`config.mk`:
```
export PLATFORM = sky130hd
export DESIGN_NAME = stb_axi_wr_engine_flat
export DESIGN_NICKNAME = d
export VERILOG_FILES = /design/src/rtl/stb_axi_wr_engine_if.sv /design/src/rtl/stb_axi_wr_engine.sv /design/src/flat_wrapper.sv
export SDC_FILE = /design/constraint.sdc
export NUM_CORES = 1
export LEC_CHECK = 0
export CAP_MARGIN = 30
export CORE_ASPECT_RATIO = 0.8
export CORE_MARGIN = 4
export CORE_UTILIZATION = 49
export DETAILED_ROUTE_END_ITERATION = 6
export PLACE_DENSITY = 0.9
export SETUP_SLACK_MARGIN = 0.1
export SLEW_MARGIN = 10
export SYNTH_ARGS = -nofsm -noshare
export SYNTH_HDL_FRONTEND = slang
export SYNTH_SLANG_ARGS = --single-unit
```
`constraint.sdc`:
```
create_clock -name clk -period 3.1 [get_ports clk]
set_input_delay 0.31 -clock clk [delete_from_list [all_inputs] [get_ports clk]]
set_output_delay 0.31 -clock clk [all_outputs]
set_load 0.02 [all_outputs]
```
`src/rtl/stb_axi_wr_engine_if.sv`:
```
// AXI write-only channel bundle (AW/W/B) between the store engine and the fabric.
interface stb_axi_wr_engine_if #(
    parameter int ADDR_WIDTH = 32,
    parameter int DATA_WIDTH = 128
);
    localparam int BYTE_STRB = DATA_WIDTH / 8;

    logic [3:0]            awid;
    logic [ADDR_WIDTH-1:0] awaddr;
    logic [3:0]            awlen;
    logic [2:0]            awsize;
    logic [1:0]            awburst;
    logic                  awlock;
    logic [3:0]            awcache;
    logic [2:0]            awprot;
    logic                  awvalid;
    logic                  awready;

    logic [DATA_WIDTH-1:0] wdata;
    logic [BYTE_STRB-1:0]  wstrb;
    logic                  wlast;
    logic                  wvalid;
    logic                  wready;

    logic [3:0]            bid;
    logic [1:0]            bresp;
    logic                  bvalid;
    logic                  bready;

    modport master (
        output awid, awaddr, awlen, awsize, awburst,
        output awlock, awcache, awprot, awvalid,
        input  awready,
        output wdata, wstrb, wlast, wvalid,
        input  wready,
        input  bid, bresp, bvalid,
        output bready
    );

    modport slave (
        input  awid, awaddr, awlen, awsize, awburst,
        input  awlock, awcache, awprot, awvalid,
        output awready,
        input  wdata, wstrb, wlast, wvalid,
        output wready,
        output bid, bresp, bvalid,
        input  bready
    );
endinterface

```
`src/rtl/stb_axi_wr_engine.sv`:
```
// Store engine: streams UR SRAM words to external memory as AXI write bursts,
// splitting at 4KB boundaries and buffering UR data in a 2-entry FIFO.
module stb_axi_wr_engine #(
    parameter int         DATA_WIDTH    = 128,
    parameter int         ADDR_WIDTH    = 32,
    parameter int         UR_ADDR_WIDTH = 11,
    parameter int         LEN_WIDTH     = 4,
    parameter logic [3:0] AXI_ID        = 4'd0,
    localparam int        BYTE_STRB     = DATA_WIDTH / 8
) (
    input  logic                     clk,
    input  logic                     rst_n,
    input  logic                     i_inst_valid,
    output logic                     o_inst_ready,
    input  logic [ADDR_WIDTH-1:0]    i_inst_addr,
    input  logic [UR_ADDR_WIDTH-1:0] i_inst_ur_addr,
    input  logic [LEN_WIDTH-1:0]     i_inst_len,
    input  logic [BYTE_STRB-1:0]     i_inst_last_strb,
    output logic                     o_done,
    output logic                     o_done_err,
    output logic                     o_ur_re,
    output logic [UR_ADDR_WIDTH-1:0] o_ur_addr,
    input  logic [DATA_WIDTH-1:0]    i_ur_rdata,
    stb_axi_wr_engine_if.master      axi,
    output logic [2:0]               o_state
);
    localparam int SZ = $clog2(BYTE_STRB);
    localparam int CW = LEN_WIDTH + 1;
    localparam int HW = ADDR_WIDTH - 12;

    typedef enum logic [2:0] {
        S_IDLE = 3'd0,
        S_AW   = 3'd1,
        S_W    = 3'd2,
        S_B    = 3'd3,
        S_DONE = 3'd4
    } state_t;

    state_t state, state_nx;

    logic [ADDR_WIDTH-1:0]    aw_addr;
    logic [3:0]               aw_len;
    logic [CW-1:0]            rem;
    logic [CW-1:0]            w_left;
    logic [3:0]               w_cnt;
    logic [CW-1:0]            rd_left;
    logic [UR_ADDR_WIDTH-1:0] ur_ptr;
    logic [BYTE_STRB-1:0]     last_strb;
    logic                     err;
    logic                     re_d;

    logic [DATA_WIDTH-1:0]    mem [2];
    logic                     rd_ptr;
    logic                     wr_ptr;
    logic [1:0]               cnt;

    logic                  accept;
    logic [ADDR_WIDTH-1:0] addr_al;
    logic [12:0]           to_bnd;
    logic [CW-1:0]         total;
    logic [CW-1:0]         first;
    logic [1:0]            occ;
    logic                  w_fire;
    logic                  w_last;
    logic                  fin;
    logic                  b_fire;
    logic                  unused;

    assign accept  = (state == S_IDLE) && i_inst_valid;
    assign addr_al = {i_inst_addr[ADDR_WIDTH-1:SZ], {SZ{1'b0}}};
    assign to_bnd  = (13'h1000 - {1'b0, addr_al[11:0]}) >> SZ;
    assign total   = CW'(i_inst_len) + CW'(1);
    assign first   = (to_bnd < 13'(total)) ? to_bnd[CW-1:0] : total;
    assign unused  = ^{axi.bid, i_inst_addr[SZ-1:0]};

    // Prefetch only while buffered plus in-flight data leaves a free slot
    assign occ     = cnt + {1'b0, re_d};
    assign o_ur_re = (state != S_IDLE) && (rd_left != '0) && (occ < 2'd2);
    assign o_ur_addr = ur_ptr;

    assign axi.awvalid = (state == S_AW);
    assign axi.awaddr  = aw_addr;
    assign axi.awlen   = aw_len;
    assign axi.awid    = axi.awvalid ? AXI_ID : 4'd0;
    assign axi.awsize  = axi.awvalid ? 3'(SZ) : 3'd0;
    assign axi.awburst = axi.awvalid ? 2'b01 : 2'b00;
    assign axi.awlock  = 1'b0;
    assign axi.awcache = axi.awvalid ? 4'b0011 : 4'b0000;
    assign axi.awprot  = 3'b000;

    assign w_fire     = axi.wvalid && axi.wready;
    assign w_last     = (w_cnt == aw_len);
    assign fin        = (w_left == CW'(1));
    assign axi.wvalid = (state == S_W) && (cnt != 2'd0);
    assign axi.wdata  = mem[rd_ptr];
    assign axi.wlast  = axi.wvalid && w_last;
    assign axi.wstrb  = !axi.wvalid ? '0 : (fin ? last_strb : '1);

    assign axi.bready = (state == S_B);
    assign b_fire     = axi.bvalid && axi.bready;

    assign o_inst_ready = (state == S_IDLE);
    assign o_done       = (state == S_DONE);
    assign o_done_err   = o_done && err;
    assign o_state      = state;

    always_ff @(posedge clk or negedge rst_n) begin
        if (!rst_n) state <= S_IDLE;
        else        state <= state_nx;
    end

    always_comb begin
        state_nx = state;
        unique case (state)
            S_IDLE: if (i_inst_valid) state_nx = S_AW;
            S_AW:   if (axi.awready) state_nx = S_W;
            S_W:    if (w_fire && w_last) state_nx = S_B;
            S_B:    if (axi.bvalid) state_nx = (rem != '0) ? S_AW : S_DONE;
            S_DONE: state_nx = S_IDLE;
            default: state_nx = S_IDLE;
        endcase
    end

    always_ff @(posedge clk or negedge rst_n) begin
        if (!rst_n) begin
            aw_addr   <= '0;
            aw_len    <= '0;
            rem       <= '0;
            w_left    <= '0;
            w_cnt     <= '0;
            rd_left   <= '0;
            ur_ptr    <= '0;
            last_strb <= '0;
            err       <= 1'b0;
            re_d      <= 1'b0;
        end else begin
            if (accept) begin
                aw_addr   <= addr_al;
                aw_len    <= 4'(first - CW'(1));
                rem       <= total - first;
                w_left    <= total;
                rd_left   <= total;
                ur_ptr    <= i_inst_ur_addr;
                last_strb <= i_inst_last_strb;
                err       <= 1'b0;
                w_cnt     <= '0;
            end
            // Second burst always starts on the next 4KB page
            if (b_fire) begin
                err <= err || (axi.bresp != 2'b00);
                if (rem != '0) begin
                    aw_addr <= {aw_addr[ADDR_WIDTH-1:12] + HW'(1), 12'h000};
                    aw_len  <= 4'(rem - CW'(1));
                    rem     <= '0;
                end
            end
            if (o_ur_re) begin
                rd_left <= rd_left - CW'(1);
                ur_ptr  <= ur_ptr + UR_ADDR_WIDTH'(1);
            end
            re_d <= o_ur_re;
            if (w_fire) begin
                w_left <= w_left - CW'(1);
                w_cnt  <= w_last ? 4'd0 : w_cnt + 4'd1;
            end
        end
    end

    always_ff @(posedge clk or negedge rst_n) begin
        if (!rst_n) begin
            mem[0] <= '0;
            mem[1] <= '0;
            rd_ptr <= 1'b0;
            wr_ptr <= 1'b0;
            cnt    <= '0;
        end else begin
            if (re_d) begin
                mem[wr_ptr] <= i_ur_rdata;
                wr_ptr      <= ~wr_ptr;
            end
            if (w_fire) rd_ptr <= ~rd_ptr;
            cnt <= cnt + 2'(re_d) - 2'(w_fire);
        end
    end
endmodule

```
`src/flat_wrapper.sv`:
```
// flat-port wrapper written by rule: the top's interface ports become plain ports
module stb_axi_wr_engine_flat 
#(
    parameter int         DATA_WIDTH    = 128,
    parameter int         ADDR_WIDTH    = 32,
    parameter int         UR_ADDR_WIDTH = 11,
    parameter int         LEN_WIDTH     = 4,
    parameter logic [3:0] AXI_ID        = 4'd0,
    localparam int        BYTE_STRB     = DATA_WIDTH / 8
)
  (clk, rst_n, i_inst_valid, o_inst_ready, i_inst_addr, i_inst_ur_addr, i_inst_len, i_inst_last_strb, o_done, o_done_err, o_ur_re, o_ur_addr, i_ur_rdata, o_state, axi_awid, axi_awaddr, axi_awlen, axi_awsize, axi_awburst, axi_awlock, axi_awcache, axi_awprot, axi_awvalid, axi_awready, axi_wdata, axi_wstrb, axi_wlast, axi_wvalid, axi_wready, axi_bid, axi_bresp, axi_bvalid, axi_bready);
  stb_axi_wr_engine_if #(.ADDR_WIDTH(ADDR_WIDTH), .DATA_WIDTH(DATA_WIDTH)) axi_i ();
  input  logic clk;
  input  logic rst_n;
  input  logic i_inst_valid;
  output logic o_inst_ready;
  input  logic [ADDR_WIDTH-1:0] i_inst_addr;
  input  logic [UR_ADDR_WIDTH-1:0] i_inst_ur_addr;
  input  logic [LEN_WIDTH-1:0] i_inst_len;
  input  logic [BYTE_STRB-1:0] i_inst_last_strb;
  output logic o_done;
  output logic o_done_err;
  output logic o_ur_re;
  output logic [UR_ADDR_WIDTH-1:0] o_ur_addr;
  input  logic [DATA_WIDTH-1:0] i_ur_rdata;
  output logic [2:0] o_state;
  output wire logic [$bits(axi_i.awid)-1:0] axi_awid;
  output wire logic [$bits(axi_i.awaddr)-1:0] axi_awaddr;
  output wire logic [$bits(axi_i.awlen)-1:0] axi_awlen;
  output wire logic [$bits(axi_i.awsize)-1:0] axi_awsize;
  output wire logic [$bits(axi_i.awburst)-1:0] axi_awburst;
  output wire logic [$bits(axi_i.awlock)-1:0] axi_awlock;
  output wire logic [$bits(axi_i.awcache)-1:0] axi_awcache;
  output wire logic [$bits(axi_i.awprot)-1:0] axi_awprot;
  output wire logic [$bits(axi_i.awvalid)-1:0] axi_awvalid;
  input wire logic [$bits(axi_i.awready)-1:0] axi_awready;
  output wire logic [$bits(axi_i.wdata)-1:0] axi_wdata;
  output wire logic [$bits(axi_i.wstrb)-1:0] axi_wstrb;
  output wire logic [$bits(axi_i.wlast)-1:0] axi_wlast;
  output wire logic [$bits(axi_i.wvalid)-1:0] axi_wvalid;
  input wire logic [$bits(axi_i.wready)-1:0] axi_wready;
  input wire logic [$bits(axi_i.bid)-1:0] axi_bid;
  input wire logic [$bits(axi_i.bresp)-1:0] axi_bresp;
  input wire logic [$bits(axi_i.bvalid)-1:0] axi_bvalid;
  output wire logic [$bits(axi_i.bready)-1:0] axi_bready;
  assign axi_awid = axi_i.awid;
  assign axi_awaddr = axi_i.awaddr;
  assign axi_awlen = axi_i.awlen;
  assign axi_awsize = axi_i.awsize;
  assign axi_awburst = axi_i.awburst;
  assign axi_awlock = axi_i.awlock;
  assign axi_awcache = axi_i.awcache;
  assign axi_awprot = axi_i.awprot;
  assign axi_awvalid = axi_i.awvalid;
  assign axi_i.awready = axi_awready;
  assign axi_wdata = axi_i.wdata;
  assign axi_wstrb = axi_i.wstrb;
  assign axi_wlast = axi_i.wlast;
  assign axi_wvalid = axi_i.wvalid;
  assign axi_i.wready = axi_wready;
  assign axi_i.bid = axi_bid;
  assign axi_i.bresp = axi_bresp;
  assign axi_i.bvalid = axi_bvalid;
  assign axi_bready = axi_i.bready;
  stb_axi_wr_engine #(.DATA_WIDTH(DATA_WIDTH), .ADDR_WIDTH(ADDR_WIDTH), .UR_ADDR_WIDTH(UR_ADDR_WIDTH), .LEN_WIDTH(LEN_WIDTH), .AXI_ID(AXI_ID)) u_core (.clk(clk), .rst_n(rst_n), .i_inst_valid(i_inst_valid), .o_inst_ready(o_inst_ready), .i_inst_addr(i_inst_addr), .i_inst_ur_addr(i_inst_ur_addr), .i_inst_len(i_inst_len), .i_inst_last_strb(i_inst_last_strb), .o_done(o_done), .o_done_err(o_done_err), .o_ur_re(o_ur_re), .o_ur_addr(o_ur_addr), .i_ur_rdata(i_ur_rdata), .axi(axi_i), .o_state(o_state));
endmodule
```
==> results.py, run 1 <==
metrics = {
    "worst_setup_path": {
        "worst-path-stages": 19,
        "reg2reg_depth": 8,
        "crit_family": "adder cells",
        "crit_path_start": "i_inst_addr[5]",
        "r2r-end": "u_core.o_ur_addr[5]",
        "cp.arrival_ps": 3390,
        "slowest_stage": "a311o_1",
        "crit_end": "u_core.rem[4]",
        "max_stage_delay_ps": 380,
        "critPathLaunchType": "primary input",
        "cpMostUsedCell": "ha_4",
        "cp_num_buf_inv": 5,
        "crit_path_max_fanout": 3,
        "cp-end-kind": "flip-flop",
        "cp_cell_sequence": "buf_6 > inv_12 > ha_4 > nor3b_2 > xnor2_2 > ha_4 > buf_4 > a311o_1 > mux2_4 > inv_4 > ha_4 > inv_2 > ha_4 > nor2_4 > maj3_2 > maj3_2 > xnor2_2 > o211ai_1 > nand2_1",
        "critical_path_class": "in -> reg",
        "crit_required_ps": 3490,
        "crit-reg2reg-launch": "u_core.re_d",
        "r2r_setup_slack_ps": 590,
    },
    "power_and_ir_drop": {
        "power.switching_uw": 9780,
        "netSwitchingFraction_pct": 36.9,
        "p_comb_share_pct": 51.2,
        "seq_power_share_pct": 31.3,
        "irDropWorstVdd_mv": 0.866,
        "intPower_uw": 16700,
        "p_per_area_nw_per_um2": 1200,
        "clkPwrFrac_pct": 17.5,
        "p_leak_uw": 0.00943,
    },
    "routing": {
        "first_pass_iters": 5,
        "wl_per_cell_um": 20.7,
        "vias": 11800,
        "drc_errors": 0,
        "drtAntennaViolNets": 0,
        "via_per_inst": 5.53,
        "detail_route.wirelength_mm": 44.3,
        "drtIter0Drc": 666,
    },
    "timing": {
        "finalSetupViolations": 0,
        "finClkSkew_ps": 11.5,
        "setup_ws_ps": 103,
        "fmax_mhz": 334,
        "rsz0062_at_grt": "true",
        "post-route-period-util_pct": 96.7,
        "max_slew.worst_pin.slew_ps": 785,
        "slew_headroom_pct": 47.7,
        "report.final.slew_viol_count": 0,
        "fin_crit_ps": 3000,
        "hold_viol": 0,
    },
    "synth": {
        "syn_inst": 1274,
        "synth.area.top_cells": "dfrtp_1 (54%), mux2_2 (27%), nand2_1 (2.4%)",
        "synth_edf_count": 0,
        "synthFlopType": "dfrtp_1",
        "postSynthAreaPerCell_um2": 12.6,
        "synth_area_leader_cell": "dfrtp_1",
        "syn_area_um2": 16000,
        "postSynth.asyncResetShare_pct": 100,
        "netlist.area_leader.share_pct": 54.2,
        "ys_seq_area_share_pct": 54.2,
        "yosysWarnings": 0,
        "ys_ff_latch": 347,
        "ys_types": 55,
    },
    "global_route": {
        "grt_pass1_wl_mm": 69.9,
        "antenna_found_initial": 0,
        "grt_pass1_vias": 12800,
        "grt.overflow.total": 0,
        "grt_max_degree": 100,
        "grt_usage_pct": 24.1,
    },
    "status": {
        "status": "finished clean",
    },
    "die": {
        "die_y_um": 170,
        "pin_count": 422,
        "die_w_um": 210,
        "row_count": 58,
        "start_util_pct": 50.3,
        "die_area_um2": 35700,
        "core_um2": 31900,
    },
    "place": {
        "hpwl_mm": 30.8,
        "placedCellCount": 2066,
        "place_ws_ps": -954,
        "dpl-instance-area_um2": 20700,
        "port_buffers": 400,
        "routabilityCongestion": 0.917,
    },
    "layout": {
        "fin_util_pct": 69.6,
        "drive_above_1_share_pct": 31.4,
        "fin_nets": 1910,
        "final_cell_area_um2": 22200,
        "fill_cells": 2070,
        "instances_no_fill": 2138,
        "area_growth_pct": 38.5,
        "num_antenna_cells": 0,
    },
    "cts": {
        "cts_made_buffers": 37,
        "cts_sinks": 347,
        "cts-htree-levels": 2,
        "path_clk_slew_ps": 60,
        "tritoncts": "done",
        "cts-root-buf": "clkbuf_16",
        "clk_latency_ps": 520,
        "cts_buffer_depth": 3,
    },
    "hold_path": {
        "min_path_type": "in -> reg",
        "hold_depth": 3,
    },
    "job": {
        "maxCapViolCount": 0,
    },
}
-- cell type report --
type / instances / area [um2] / share of cell area [%]
flip-flops and latches: 347 / 8690 / 39.2
multi-input cells: 831 / 7040 / 31.7
repair buffers: 451 / 4520 / 20.4
clock buffers: 54 / 1120 / 5.06
well taps: 420 / 526 / 2.37
clock inverters: 13 / 176 / 0.795
inverters: 22 / 108 / 0.485
-- cell usage in the layout, fill, tap and decap left out, drive strengths merged, types with 4 or more instances in the layout --
cell type        n
a211oi          14
a21oi           33
a221o            7
a311oi          10
and2             4
and3            19
buf             55
bufinv           4
clkbuf          54
clkdlybuf4s50  390
clkinv           7
conb            13
dfrtp          347
dlymetal6s2s     4
ha              17
inv             24
mux2           385
mux2i            5
nand2          104
nand2b           5
nand3           13
nor2            80
nor2b            6
nor3            11
nor3b            7
o21ai           36
o221ai           4
o22ai            4
xnor2           15
xor2             8
-- worst reg2reg max path: stages (launching register included) --
cell and delay (ps):
dfrtp_1 460, ha_1 230, xnor2_1 230, nor2b_1 290, o21ai_1 150, buf_4 220, nand2_1 300, o21ai_0 180
a221o_1 320
-- synthesized netlist by cell type (4+ instances only) --
cell type,instances
mux2_2,385
dfrtp_1,347
nand2_1,104
nor2_1,80
clkbuf_1,58
a21oi_1,33
o21ai_0,33
inv_1,19
and3_1,18
buf_4,17
ha_1,17
xnor2_1,15
a211oi_1,14
nand3_1,13
a311oi_1,10
nor3_1,10
xor2_1,8
a221o_1,7
nor3b_1,7
mux2i_1,5
nand2b_1,5
nor2b_1,5
and2_1,4
buf_1,4
buf_2,4
o221ai_1,4
o22ai_1,4
-- registers in the layout (all words and copies together) (netlist names) --
| register | flops |
|---|---|
| u_core.axi.awaddr | 32 |
| u_core.axi.awlen | 4 |
| u_core.cnt | 2 |
| u_core.err | 1 |
| u_core.last_strb | 16 |
| u_core.mem | 256 |
| u_core.o_state | 3 |
| u_core.o_ur_addr | 11 |
| u_core.rd_left | 5 |
| u_core.rd_ptr | 1 |
| u_core.re_d | 1 |
| u_core.rem | 5 |
| u_core.w_cnt | 4 |
| u_core.w_left | 5 |
| u_core.wr_ptr | 1 |
-- how the worst min path moves through the flow --
stage | from | end | slack, ps
after global placement | rst_n | u_core.axi.awaddr[30] | 390
final | i_inst_addr[8] | u_core.axi.awaddr[8] | 180
after global routing | i_inst_len[0] | u_core.w_left[0] | 190
after detailed placement | rst_n | u_core.axi.awaddr[10] | 400
after CTS | i_inst_len[0] | u_core.w_left[0] | 220
after floorplan | rst_n | u_core.axi.awaddr[0] | 10
-- kinds of logic after synthesis --
logic type | share of synthesized area, %
xor+xnor | 1.26
flops | 54.2
fa+ha+maj | 1.52
mux | 27.4
buf+inv | 3.10
simple gates | 7.38
other cells | 0.0234
compound gates | 5.12
-- per-stage QoR --
stage / setup TNS [ps] / hold slack [ps] / power (uW)
2_1_floorplan: -259 / 14.4 / 16100
3_3_place_gp: -2410 / 390 / 21200
3_5_place_dp: -2770 / 402 / 21800
4_1_cts: 0 / 217 / 26600
5_1_grt: 0 / 187 / 27900
6_report: 0 / 183 / 26500
-- routing by layer --
| metal | global-route usage (%) | routed length [um] | vias to the layer above | part of all wire [%] |
|---|---|---|---|---|
| met5 | 0 | 0 | - | 0 |
| met4 | 7.15 | 1170 | 0 | 2.6 |
| met3 | 5.73 | 2980 | 86 | 6.7 |
| met2 | 40.8 | 22000 | 419 | 50 |
| met1 | 31.3 | 18200 | 6006 | 41 |
| li1 | - | - | 5308 | - |
-- power groups by stage --
stage                     clock, uW  sequential (uW)  combinational (uW)
after floorplan                   0             8030                8060
after global placement            0             8060               13200
after detailed placement          0             8290               13500
after CTS                      4740             8270               13600
after global routing           4940             8550               14400
final                          4640             8300               13600
-- repair_timing --
item | in CTS | in global routing
resized for setup | 20 | 23
hold endpoints to repair | 91 | 0
cloned | 0 | 0
hold buffers | 1 | 0
endpoints found under the setup margin | 3 | 8
pin swaps | 6 | 13
buffers inserted | 1 | 3
No activity file was read; power rests on OpenSTA's default activity.
==> run 2: changes to the inputs <==
--- a/config.mk
+++ b/config.mk
@@ -8,11 +8,10 @@
 export CAP_MARGIN = 30
 export CORE_ASPECT_RATIO = 0.8
 export CORE_MARGIN = 4
-export CORE_UTILIZATION = 49
+export CORE_UTILIZATION = 44
 export DETAILED_ROUTE_END_ITERATION = 6
-export PLACE_DENSITY = 0.9
+export PLACE_DENSITY = 0.85
 export SETUP_SLACK_MARGIN = 0.1
-export SLEW_MARGIN = 10
 export SYNTH_ARGS = -nofsm -noshare
 export SYNTH_HDL_FRONTEND = slang
 export SYNTH_SLANG_ARGS = --single-unit
==> constraint.sdc (replaced) <==
create_clock -name clk -period 2.5 [get_ports clk]
set_input_delay 0.25 -clock clk [delete_from_list [all_inputs] [get_ports clk]]
set_output_delay 0.25 -clock clk [all_outputs]
set_load 0.02 [all_outputs]
==> results.py, run 2 (synthesized netlist as in run 1, its figures left out) <==
metrics = {
    "status": {
        "status": "complete, but fails checks",
        "violations": "negative setup slack",
    },
    "routing": {
        "via_per_inst": 5.29,
        "wl_met3_mm": 2.62,
        "drc_errors": 0,
        "detail_route.wirelength_mm": 44.4,
        "first_pass_iters": 5,
        "met2_length_mm": 22.2,
        "wl_met1_mm": 18.4,
        "drtIter0Drc": 591,
        "vias": 11800,
        "highest_layer": "met4",
        "wl_per_cell_um": 19.9,
        "drtAntennaViolNets": 0,
    },
    "cts": {
        "cts-htree-levels": 2,
        "cts-root-buf": "clkbuf_16",
        "clk_latency_ps": 520,
        "cts_made_buffers": 37,
        "cts_buffer_depth": 3,
        "tritoncts": "done",
        "path_clk_slew_ps": 60,
        "cts_sinks": 347,
    },
    "timing": {
        "finalSetupViolations": 3,
        "setup_ws_ps": -532,
        "fin_crit_ps": 3030,
        "rsz0062_at_grt": "true",
        "hold_viol": 0,
        "max_slew.worst_pin.slew_ps": 664,
        "fmax_mhz": 330,
        "slew_headroom_pct": 55.7,
        "post-route-period-util_pct": 121,
        "report.final.slew_viol_count": 0,
        "finClkSkew_ps": 23.4,
    },
    "layout": {
        "final_common_cell": "mux2_2",
        "area_growth_pct": 40.1,
        "layout_common_cells": "mux2_2 (384), dfrtp_1 (343), clkdlybuf4s50_1 (245), nand2_1 (102), dlygate4sd2_1 (96)",
        "registers.top_by_ff_count": "u_core.mem",
        "final_cell_area_um2": 22400,
        "largest_reg_flops": 256,
        "drive_above_1_share_pct": 35.9,
        "fin_nets": 1942,
    },
    "hold_path": {
        "min_path_type": "in -> reg",
        "min_to": "u_core.axi.awaddr[6]",
        "hold_start": "i_inst_addr[6]",
        "hold_depth": 3,
    },
    "place": {
        "routabilityCongestion": 0.899,
        "hpwl_mm": 31.2,
        "place_ws_ps": -1530,
        "dpl-instance-area_um2": 21000,
        "port_buffers": 400,
    },
    "worst_setup_path": {
        "cp.arrival_ps": 3440,
        "r2r-end": "u_core.axi.awaddr[26]",
        "r2r_setup_slack_ps": 150,
        "slowest_stage": "a311o_1",
        "critical_path_class": "in -> reg",
        "crit_required_ps": 2910,
        "crit-reg2reg-launch": "u_core.rem[0]",
        "cpMostUsedCell": "ha_4",
        "cp_cell_sequence": "buf_8 > inv_12 > ha_4 > nor3b_4 > xnor2_2 > ha_1 > and3_4 > a311o_1 > mux2_4 > inv_2 > ha_4 > inv_2 > ha_4 > nor2_4 > maj3_2 > maj3_2 > xnor2_2 > o211ai_1 > nand2_1",
        "crit_family": "adder cells",
        "crit_path_max_fanout": 2,
        "critPathLaunchType": "primary input",
        "cp-end-kind": "flip-flop",
        "max_stage_delay_ps": 360,
        "reg2reg_depth": 8,
        "cp_num_buf_inv": 4,
    },
    "global_route": {
        "grt_pass1_wl_mm": 69.4,
        "grt.overflow.total": 0,
        "grt_usage_pct": 21.6,
        "grt_max_degree": 106,
        "antenna_found_initial": 2,
        "grt_pass1_vias": 12700,
    },
    "die": {
        "start_util_pct": 44.6,
        "die_area_um2": 39500,
        "die_w_um": 221,
        "die_y_um": 179,
        "pin_count": 422,
        "core_um2": 35900,
        "row_count": 62,
    },
    "power_and_ir_drop": {
        "p_per_area_nw_per_um2": 1430,
        "p_leak_uw": 0.00980,
        "irDropWorstVdd_mv": 0.866,
    },
    "job": {
        "maxCapViolCount": 0,
    },
}
run 2: changes by cell type in the layout (fill, tap and decap cells not counted), sizes merged, moves of 4 or more:
cell | before | now
dlymetal6s2s | 4 | 0
buf | 55 | 93
clkdlybuf4s15 | 0 | 30
clkdlybuf4s50 | 390 | 245
clkbuf | 54 | 69
dlygate4sd2 | 1 | 96
run 2: final cells by class:
type	count	area, um2
Clock buffer	52	1110
Fill cell	2701	13500
Sequential cell	347	8690
Clock inverter	15	190
Timing Repair Buffer	483	4640
Antenna cell	2	5.00
Tap cell	480	601
Multi-Input combinational cell	831	7090
Inverter	22	110
run 2: repair_timing:
item,4_1_cts,5_1_grt
endpoints found under the hold margin,62,0
endpoints found under the setup margin,160,37
gates resized for setup,275,50
hold buffers,1,0
gates cloned,1,1
setup buffers,8,5
pin swaps,12,15
run 2: worst max-delay path by stage:
stage	cells past startpoint	from	endpoint	slack [ps]
after floorplan	19	i_inst_addr[5]	u_core.rem[4]	-800
after global placement	19	i_inst_addr[5]	u_core.rem[4]	-1420
after detailed placement	19	i_inst_addr[5]	u_core.rem[4]	-1530
after CTS	19	i_inst_len[1]	u_core.rem[4]	-390
after global routing	19	i_inst_addr[4]	u_core.rem[4]	-640
final	19	i_inst_addr[5]	u_core.rem[4]	-530
run 2: power breakdown:
part | internal [uW] | switching (uW) | total [uW]
Sequential | 8440 | 1750 | 10200
Clock | 3540 | 2250 | 5780
Combinational | 7960 | 8090 | 16000
run 2: through the flow:
| step | util (%) | power (uW) | hold slack [ps] | setup TNS [ps] | std cells |
|---|---|---|---|---|---|
| after global placement | 58.5 | 26500 | 257 | -6930 | 2148 |
| after global routing | 62.5 | 33800 | 46.0 | -978 | 2232 |
| final | 62.5 | 32000 | 41.3 | -626 | 2232 |
| after floorplan | - | 20000 | -45.6 | -1580 | 1286 |
| after detailed placement | 58.5 | 27100 | 265 | -7680 | 2148 |
| after CTS | 62.5 | 32300 | 84.5 | -386 | 2225 |
run 2: worst min-delay path, stage by stage:
cell and delay [ps]:
clkbuf_2 120, nand2_1 90, a21oi_1 60
run 2: layer usage:
| metal | GRT usage (%) | up-vias |
|---|---|---|
| met5 | 0 | - |
| met4 | 7.43 | 0 |
| met3 | 5.22 | 88 |
| met2 | 37.2 | 384 |
| met1 | 27.2 | 5948 |
| li1 | - | 5386 |
==> run 3: changes to the inputs <==
--- a/config.mk
+++ b/config.mk
@@ -8,9 +8,10 @@
 export CAP_MARGIN = 30
 export CORE_ASPECT_RATIO = 0.8
 export CORE_MARGIN = 4
-export CORE_UTILIZATION = 44
+export CORE_UTILIZATION = 51
 export DETAILED_ROUTE_END_ITERATION = 6
-export PLACE_DENSITY = 0.85
+export DONT_BUFFER_PORTS = 1
+export PLACE_DENSITY = 0.78
 export SETUP_SLACK_MARGIN = 0.1
 export SYNTH_ARGS = -nofsm -noshare
 export SYNTH_HDL_FRONTEND = slang
==> results.py, run 3 (synthesized netlist as in run 1, its figures left out) <==
metrics = {
    "timing": {
        "fin_crit_ps": 2810,
        "hold_viol": 347,
        "report.final.slew_viol_count": 0,
        "setup_ws_ps": -314,
        "rsz0062_at_grt": "true",
        "finClkSkew_ps": 8.35,
        "post-route-period-util_pct": 113,
        "holdWs_ps": -553,
        "fmax_mhz": 355,
        "max_slew.worst_pin.slew_ps": 1200,
        "slew_headroom_pct": 20.0,
        "finalSetupViolations": 1,
    },
    "cts": {
        "tritoncts": "done",
        "cts_made_buffers": 36,
        "clk_latency_ps": 500,
        "cts-root-buf": "clkbuf_16",
        "holdBufCountCts": 190,
        "path_clk_slew_ps": 60,
        "cts-htree-levels": 2,
        "cts_buffer_depth": 3,
        "cts_sinks": 347,
    },
    "worst_setup_path": {
        "critPathLaunchType": "primary input",
        "r2r-end": "u_core.axi.awaddr[26]",
        "crit_path_max_fanout": 3,
        "cp-end-kind": "flip-flop",
        "crit_required_ps": 2890,
        "cp.arrival_ps": 3200,
        "crit_end": "u_core.rem[4]",
        "reg2reg_depth": 8,
        "crit-reg2reg-launch": "u_core.rem[0]",
        "crit_path_start": "i_inst_addr[5]",
        "r2r_setup_slack_ps": 180,
        "critical_path_class": "in -> reg",
    },
    "die": {
        "row_count": 57,
        "die_area_um2": 34300,
        "die_w_um": 206,
        "die_y_um": 167,
        "start_util_pct": 52.2,
        "pin_count": 422,
        "core_um2": 30700,
    },
    "place": {
        "place_ws_ps": -827,
        "hpwl_mm": 27.4,
        "dpl-instance-area_um2": 16800,
        "port_buffers": 0,
        "routabilityCongestion": 0.896,
    },
    "global_route": {
        "antenna_found_initial": 4,
        "grt_max_degree": 348,
        "grt.overflow.total": 0,
        "grt_pass1_vias": 12100,
        "grt_usage_pct": 24.3,
        "grt_pass1_wl_mm": 67.7,
    },
    "job": {
        "maxCapViolCount": 0,
    },
    "status": {
        "violations": "negative hold slack, negative setup slack",
        "status": "complete, but fails checks",
    },
    "routing": {
        "wl_met3_mm": 3.66,
        "detail_route.wirelength_mm": 43.4,
        "drc_errors": 0,
        "first_pass_iters": 5,
        "wl_met1_mm": 16.8,
        "drtIter0Drc": 653,
        "wl_per_cell_um": 22.5,
        "vias": 11100,
        "drtAntennaViolNets": 0,
        "via_per_inst": 5.77,
        "met2_length_mm": 21.4,
        "highest_layer": "met4",
    },
    "hold_path": {
        "min_path_type": "in -> async",
    },
    "layout": {
        "fin_nets": 1710,
        "drive_above_1_share_pct": 35.8,
        "layout_common_cells": "mux2_2 (384), dfrtp_1 (344), dlygate4sd3_1 (190), nand2_1 (102), nor2_1 (78)",
        "area_growth_pct": 25.0,
        "largest_reg_flops": 256,
        "final_cell_area_um2": 20000,
        "final_common_cell": "mux2_2",
        "fin_util_pct": 65.3,
        "registers.top_by_ff_count": "u_core.mem",
    },
    "power_and_ir_drop": {
        "irDropWorstVdd_mv": 0.886,
        "p_per_area_nw_per_um2": 1430,
        "p_leak_uw": 0.00859,
        "p_total_uw": 28700,
    },
}
## run 3: per-stage QoR
stage                     cells  setup TNS, ps  hold WS, ps
final                      1929           -314         -553
after global routing       1929           -393         -584
after CTS                  1920           -221         -579
after detailed placement   1664          -1860        -36.5
after global placement     1664          -1440        -38.5
after floorplan            1286          -1580        -45.6
## run 3: worst max-delay path, cell delays in order
cell and delay [ps]:
inv_12 30, ha_4 120, nor3b_4 220, xnor2_2 170, ha_4 240, and3_4 150
a311o_1 320, mux2_4 230, inv_2 40, ha_4 150, inv_4 50, ha_4 140
nor2_4 40, maj3_2 320, maj3_2 330, xnor2_2 140, o211ai_1 180, nand2_1 80
## run 3: repair_timing
action / in CTS / in global routing
setup buffers: 6 / 5
gates resized for setup: 10 / 12
endpoints found under the hold margin: 664 / 347
pin swaps: 10 / 11
endpoints found under the setup margin: 2 / 21
## run 3: layer usage
metal  global-route usage (%)  vias to the layer above
met2                     40.5                      470
met4                     8.56                        0
met1                     29.8                     5646
met5                        0                        -
met3                     7.74                      113
li1                         -                     4901
## run 3: worst min path at each step
stage                                 endpoint  depth (start not counted)
after floorplan           u_core.axi.awaddr[0]                          0
after global placement    u_core.last_strb[10]                          0
after detailed placement         u_core.mem[6]                          0
after CTS                      u_core.mem[231]                          0
after global routing             u_core.mem[6]                          0
final                            u_core.mem[6]                          0
## run 3: where the power goes
group	switching (uW)	total, uW	leakage, uW	internal, uW
logic	7150	12900	0.00395	5710
registers	2330	10800	0.00410	8430
clock network	2120	5070	0.000538	2950
total	11600	28700	0.00859	17100
## run 3: area by class of cell
cell class,count,area (um2)
Sequential cell,347,8690
Clock inverter,4,22.5
Antenna cell,4,10.0
Fill cell,2057,10600
Inverter,22,108
Timing Repair Buffer,252,2530
Tap cell,413,517
Multi-Input combinational cell,831,7070
Clock buffer,56,1080
==> RTL edit, RTL diff (flow settings as in run 1) <==
`DATA_WIDTH` is set to 128 in 3 places; all go to 64.
--- a/src/rtl/stb_axi_wr_engine_if.sv
+++ b/src/rtl/stb_axi_wr_engine_if.sv
@@ -3,3 +3,3 @@
     parameter int ADDR_WIDTH = 32,
-    parameter int DATA_WIDTH = 128
+    parameter int DATA_WIDTH = 64
 );
--- a/src/rtl/stb_axi_wr_engine.sv
+++ b/src/rtl/stb_axi_wr_engine.sv
@@ -3,3 +3,3 @@
 module stb_axi_wr_engine #(
-    parameter int         DATA_WIDTH    = 128,
+    parameter int         DATA_WIDTH    = 64,
     parameter int         ADDR_WIDTH    = 32,
--- a/src/flat_wrapper.sv
+++ b/src/flat_wrapper.sv
@@ -3,3 +3,3 @@
 #(
-    parameter int         DATA_WIDTH    = 128,
+    parameter int         DATA_WIDTH    = 64,
     parameter int         ADDR_WIDTH    = 32,
Ports: changed (resized axi_wdata, axi_wstrb, i_inst_last_strb and i_ur_rdata); port bits go from 422 to 278. No check against the original RTL was run, so the function may have changed too.
==> RTL edit against run 1 <==
Wire length shrank 35%. Count of clock-buffer cells in the layout shrank 26. Largest power group unchanged. Design area shrank 34%. Worst hold slack gained 96 ps. Critical endpoint unchanged. Register-to-register slack gained 130 ps. Area after synthesis shrank 34%. Worst setup slack gained 10 ps. Sequential cell count shrank 136. Clock skew is essentially flat. Power shrank 37%.
==> RTL edit: results (changes against run 1) <==
{
  "grt": {
    "globalRouteTotalUtil": {"value": 23.7, "unit": "%", "change": "was 24.1%"},
    "first_global_vias": {"value": 8611, "change": "was 12800"}
  },
  "pwr": {
    "power_frac_clock": {"value": 18.1, "unit": "%", "change": "was 17.5%"},
    "clock_net_power": {"value": 3.02, "unit": "mW", "change": "was 4.64 mW"},
    "power.leakage": {"value": 6.28, "unit": "nW", "change": "was 9.43 nW"}
  },
  "min_path": {
    "worstHoldStart": {"value": "i_inst_addr[3]", "change": "was i_inst_addr[8]"},
    "min_delay_worst_endpoint": {"value": "u_core.axi.awaddr[3]", "change": "was u_core.axi.awaddr[8]"},
    "hold_path_depth": {"value": 4, "change": "was 3"}
  },
  "sta": {
    "tightest_slew": {"value": 780, "unit": "ps", "change": "was 785 ps"},
    "timing.hold.ws": {"value": 279, "unit": "ps", "change": "was 183 ps"},
    "finClkSkew": {"value": 11.3, "unit": "ps", "change": "was 11.5 ps"}
  },
  "layout": {
    "bufAreaShareNonClock": {"value": 21.3, "unit": "%", "change": "was 20.4%"},
    "buffers_excl_clock": {"value": 323, "change": "was 451"},
    "final.fill_count": {"value": 1449, "change": "was 2070"},
    "layout.clock_buffers": {"value": 28, "change": "was 54"},
    "n_sequential_cell": {"value": 211, "change": "was 347"},
    "seqAreaFraction": {"value": 36.0, "unit": "%", "change": "was 39.2%"},
    "n_multi_input_combinational_cell": {"value": 642, "change": "was 831"},
    "fraction_of_layout_cells_with_a_size_suffix_above_1": {"value": 28.3, "unit": "%", "change": "was 31.4%"}
  },
  "routing": {
    "via_count": {"value": 8440, "change": "was 11800"}
  },
  "critical_path": {
    "timing.critical_path.arrival": {"value": 3380, "unit": "ps", "change": "was 3390 ps"},
    "path_max_fanout": {"value": 2, "change": "was 3"},
    "reg2reg_from": {"value": "u_core.rem[0]", "change": "was u_core.re_d"}
  },
  "logic_synthesis": {
    "synth.area.mux_share": {"value": 21.0, "unit": "%", "change": "was 27.4%"},
    "synth_cell_type_count": {"value": 70, "change": "was 55"},
    "synth-compound-area-share": {"value": 8.73, "unit": "%", "change": "was 5.12%"},
    "synthesis.instances": {"value": 930, "change": "was 1274"},
    "synth_fa_ha_area_share": {"value": 2.46, "unit": "%", "change": "was 1.52%"},
    "synth_area_leaders": {"value": "sky130_fd_sc_hd__dfrtp_1 (50%), sky130_fd_sc_hd__mux2_2 (21%), sky130_fd_sc_hd__nand2_1 (2.9%)", "change": "was sky130_fd_sc_hd__dfrtp_1 (54%), sky130_fd_sc_hd__mux2_2 (27%), sky130_fd_sc_hd__nand2_1 (2.4%)"}
  },
  "placed_design": {
    "place.detailed.hpwl": {"value": 20.5, "unit": "mm", "change": "was 30.8 mm"},
    "io_buffers": {"value": 258, "change": "was 400"}
  },
  "run_status": {
    "outcome": {"value": "finished, final reports clean", "change": "unchanged"}
  }
}
==> RTL edit: changes by cell type after synthesis, moves of 7 or more <==
cell,run 1,this run
sky130_fd_sc_hd__buf_2,4,11
sky130_fd_sc_hd__nand3_1,13,22
sky130_fd_sc_hd__a211oi_1,14,5
sky130_fd_sc_hd__mux2_2,385,193
sky130_fd_sc_hd__dfrtp_1,347,211
sky130_fd_sc_hd__nand2_1,104,82
sky130_fd_sc_hd__clkbuf_1,58,27
==> RTL edit: critical path, stage by stage <==
cell	delay, ps
sky130_fd_sc_hd__dlygate4sd2_1	260
sky130_fd_sc_hd__ha_4	270
sky130_fd_sc_hd__inv_1	50
sky130_fd_sc_hd__ha_1	270
sky130_fd_sc_hd__o21ai_0	110
sky130_fd_sc_hd__a21oi_1	120
sky130_fd_sc_hd__maj3_2	340
sky130_fd_sc_hd__a21boi_4	170
sky130_fd_sc_hd__mux2i_2	260
sky130_fd_sc_hd__ha_2	220
sky130_fd_sc_hd__inv_2	50
sky130_fd_sc_hd__ha_4	160
sky130_fd_sc_hd__nor2_4	80
sky130_fd_sc_hd__o21ai_1	70
sky130_fd_sc_hd__maj3_2	320
sky130_fd_sc_hd__xnor2_1	120
sky130_fd_sc_hd__a31o_1	180
==> RTL edit: repair_timing <==
action	CTS	global route
hold endpoints to repair	91	0
resized for setup	17	21
endpoints found under the setup margin	4	19
pin swaps	7	13
hold buffers	1	0
setup buffers	10	2
==> RTL edit: worst max path at each step <==
stage / start / to / depth (start not counted)
floorplan: i_inst_addr[4] / u_core.rem[4] / 18
global placement: i_inst_addr[4] / u_core.rem[4] / 19
detailed placement: i_inst_addr[4] / u_core.rem[4] / 19
CTS: i_inst_addr[3] / u_core.rem[4] / 19
global route: i_inst_len[3] / u_core.rem[4] / 16
finish: i_inst_len[1] / u_core.rem[4] / 17
